File: src/rtl/res_ttl_pkg.sv
// Shared types and helpers for the res_ttl pulse checker.
package res_ttl_pkg;

    typedef enum logic [2:0] {
        IDLE  = 3'd0,
        SYNC  = 3'd1,
        ARMED = 3'd2,
        HIGH  = 3'd3,
        LOW   = 3'd4
    } res_ttl_state_e;

    localparam int unsigned DEGLITCH_N = 4;

    // Increment that sticks at vmax instead of wrapping.
    function automatic logic [31:0] sat_inc(input logic [31:0] v, input logic [31:0] vmax);
        return (v >= vmax) ? v : v + 32'd1;
    endfunction

endpackage

File: src/rtl/res_ttl_edge_sync.sv
// Two-flop synchroniser, optional stability filter, registered level and edge strobes.
module res_ttl_edge_sync
    import res_ttl_pkg::*;
#(
    parameter bit DEGLITCH = 1'b0
) (
    input  logic clk_100Mz,
    input  logic rst,
    input  logic din,
    output logic level,
    output logic rise,
    output logic fall
);

    logic sync1;
    logic sync2;
    logic stage;

    always_ff @(posedge clk_100Mz) begin
        if (rst) begin
            sync1 <= 1'b0;
            sync2 <= 1'b0;
        end else begin
            sync1 <= din;
            sync2 <= sync1;
        end
    end

    generate
        if (DEGLITCH) begin : g_dgl
            localparam int unsigned CNT_W = $clog2(DEGLITCH_N);
            logic             filt;
            logic [CNT_W-1:0] cnt;

            // Filtered level flips only after DEGLITCH_N consecutive differing samples.
            always_ff @(posedge clk_100Mz) begin
                if (rst) begin
                    filt <= 1'b0;
                    cnt  <= '0;
                end else if (sync2 != filt) begin
                    if (cnt == CNT_W'(DEGLITCH_N - 1)) begin
                        filt <= sync2;
                        cnt  <= '0;
                    end else begin
                        cnt <= cnt + CNT_W'(1);
                    end
                end else begin
                    cnt <= '0;
                end
            end

            assign stage = filt;
        end else begin : g_raw
            assign stage = sync2;
        end
    endgenerate

    always_ff @(posedge clk_100Mz) begin
        if (rst) begin
            level <= 1'b0;
            rise  <= 1'b0;
            fall  <= 1'b0;
        end else begin
            level <= stage;
            rise  <= stage & ~level;
            fall  <= ~stage & level;
        end
    end

endmodule

File: config.mk
export PLATFORM = sky130hd
export DESIGN_NAME = res_ttl_edge_sync
export DESIGN_NICKNAME = d
export VERILOG_FILES = /design/src/rtl/res_ttl_pkg.sv /design/src/rtl/res_ttl_edge_sync.sv
export SDC_FILE = /design/constraint.sdc
export NUM_CORES = 1
export LEC_CHECK = 0
export CAP_MARGIN = 5
export CELL_PAD_IN_SITES_DETAIL_PLACEMENT = 1
export CELL_PAD_IN_SITES_GLOBAL_PLACEMENT = 2
export CORE_AREA = 2 2 39 41
export DETAILED_ROUTE_END_ITERATION = 10
export DIE_AREA = 0 0 41 43
export DONT_BUFFER_PORTS = 1
export GPL_TIMING_DRIVEN = 0
export PLACE_DENSITY_LB_ADDON = 0.08
export SLEW_MARGIN = 20
export SYNTH_ARGS = -nofsm -noshare
export SYNTH_HDL_FRONTEND = slang
export SYNTH_SLANG_ARGS = --single-unit
File: constraint.sdc
create_clock -name clk_100Mz -period 1.7 [get_ports clk_100Mz]
set_clock_uncertainty 0.15 [all_clocks]
set_input_delay 0.255 -clock clk_100Mz [delete_from_list [all_inputs] [get_ports clk_100Mz]]
set_output_delay 0.255 -clock clk_100Mz [all_outputs]
set_load 0.005 [all_outputs]
==> results.md <==
- # IOs: 6
- Synth warn: 0
- Max layer used: met3
- Critical R2R Capture: fall
- Max-slew violations: 0
- Sequential area share after synthesis: 74.8%
- Root Buffer: clkbuf_4
- Metal2 WL: 85 microns
- Post-synth EDFFs: 0
- Maximum vdd drop: 0.000237 V
- Slowest-stage cell, CP: dlygate4sd3_1
- Die Span X: 41 microns
- Setup TNS: 0 ps
- Initial Util: 9.67%
- Hold Path Depth: 1
- CP Launch Type: input port
- Final Setup Violations: 0
- Hpwl dp: 166 microns
- Post-CTS Resized: 0
- Post-synth top cells: 5 x dfxtp_1, 3 x nor2b_1, 2 x nor3b_1
- DRC violations left: 0
- Post-route insts no fill: 32
- Slew HR: 87.4%
- Worst hold start: stage
- Syn nets: 13
- Antenna Cells: 0
- Endpoints failing hold: 0
- Syn-to-layout area delta: 49.5%
- Critical path buffer and inverter count: 1
- Number of clock sinks: 5
- CP max FO: 5
- Hold Path End: fall
- Placed insts: 26
- Leakage power: 0.0737 nW
- Initial antenna violation count: 0
- Worst-Margin Slew: 188 ps
- Synthesized instance count: 10
- R2r startpoint: level
- Overflow after GRT: 0
- Synth Flop Type: dfxtp_1
- M1 wire length: 100 microns
- Number of I/O port buffers: 0
- Unrepaired setup endpoints after global routing: false
- Critical path's top delay family: buffers and inverters
- Most frequent cell after synthesis: dfxtp_1
- Pwr Density: 1330 mW/mm^2
- CP Class: in -> reg
- Vias: 97
- Max Freq: 922 MHz
- Cell Rows: 14
- Filler cells: 161
- WL met3: 46 microns
- Num CTS Buffers: 3
- Synth area leaders: dfxtp_1 75%, nor2b_1 14%, nor3b_1 11%
- Vias per cell: 3.03
- ANT nets after route: 0
- Min-Delay Path Class: reg -> reg
- GPL Wtd Cong: 0.503
- CTS clk-pin slew, worst paths: 40 ps
- Routed WL per cell: 7.28 microns
- Synth Cell Area: 134 sq um
- Share of cells above drive strength 1: 18.8%
- Number of global-route vias before repair: 97
- Clk Latency, worst-skew pair: 240 ps
- Reg2reg setup slack: 880 ps
- Final WL: 233 microns
- Critical Path End Type: flop
- # Post-CTS Setup Buffers: 0
- Synth Register Bits: 5
- Synthesized area per cell: 13.4 sq um
- Core box area: 0.00138 sq mm
- Post-synth ARST share: 0%
- Nets: 20
- Max H-tree Level: 1
- Fin crit period: 1080 ps
- Top cell type by total area after synthesis: dfxtp_1
- 1st-iter DRT viols: 0
- Max Cap Viol: 0
- Wire length of the first global-routing pass: 386 microns
- CTS Buffer Depth: 2
- Final period util: 63.8%
- Chip height: 43 microns
- Crit-path max cell delay: 610 ps
- GRT Util Overall: 4.11%
- Pre-Repair DR Iteration Count: 1
- Share of the synthesized area in the top cell type: 74.8%
- Status: finished, final reports clean
- Util after Layout: 14.5%
- Critical path cell sequence: dlygate4sd3_1 -> nor3b_1
- CTS tree: built
- CP Data Required Time: 1700 ps
- Crit path DAT: 1080 ps
- DIE AREA: 0.00176 sq mm
- Worst R2R Path Depth: 1
- Largest net degree at the start of global routing: 6
- Post-synth cell types: 3
==> through the flow <==
stage | cell area [sq um] | total power [W] | hold slack (ps) | setup slack, ps
6_report | 200 | 0.000266 | 285 | 616
5_1_grt | 200 | 0.000285 | 303 | 591
4_1_cts | 200 | 0.000275 | 292 | 604
3_5_place_dp | 154 | 0.000129 | 179 | 875
3_3_place_gp | 154 | 0.000128 | 178 | 952
2_1_floorplan | 134 | 0.000128 | 177 | 971
==> cell type report <==
| class | count | area (sq um) | area share (%) |
|---|---|---|---|
| repair buffers | 2 | 20.0 | 10.0 |
| multi-input cells | 5 | 33.8 | 16.9 |
| flip-flops and latches | 5 | 100 | 50.0 |
| clock buffers | 4 | 26.3 | 13.1 |
| well taps | 16 | 20.0 | 10.0 |
==> routing by layer <==
| layer | vias to the layer above | global-route usage (%) |
|---|---|---|
| met5 | - | 0 |
| met4 | 0 | 2.00 |
| met3 | 0 | 8.38 |
| met2 | 8 | 3.75 |
| met1 | 44 | 3.21 |
| li1 | 45 | - |
==> kinds of logic after synthesis <==
family	count (synthesis)	share of synthesized area, %
flip-flops	5	74.8
AND/OR/NAND/NOR	5	25.2
==> worst max path at each step <==
stage	start	endpoint	slack [ps]	depth (start not counted)
final	rst	fall	620	2
after global placement	level	level	950	0
after global routing	rst	fall	590	2
after detailed placement	level	fall	870	1
after floorplan	level	level	970	0
after CTS	rst	fall	600	2
==> report_power, final <==
part / internal, W / total, W / switching, W
registers: 0.000122 / 0.000123 / 0.00000174
clock network: 0.0000886 / 0.000135 / 0.0000460
logic: 0.00000523 / 0.00000788 / 0.00000264
==> registers in the layout, summed over array words and instances (netlist names) <==
register / count
fall: 1
level: 1
rise: 1
stage: 1
sync1: 1
==> timing repair <==
action	in CTS	in global routing
hold buffers	2	0
hold endpoints to repair	5	0
setup endpoints to repair	0	0
==> cells in the final DEF (no fill, tap or decap) <==
| cell | count |
|---|---|
| clkbuf_1 | 1 |
| clkbuf_4 | 3 |
| dfxtp_1 | 5 |
| dlygate4sd3_1 | 2 |
| nor2b_1 | 3 |
| nor3b_1 | 2 |
No activity file was read; power rests on OpenSTA's default activity.
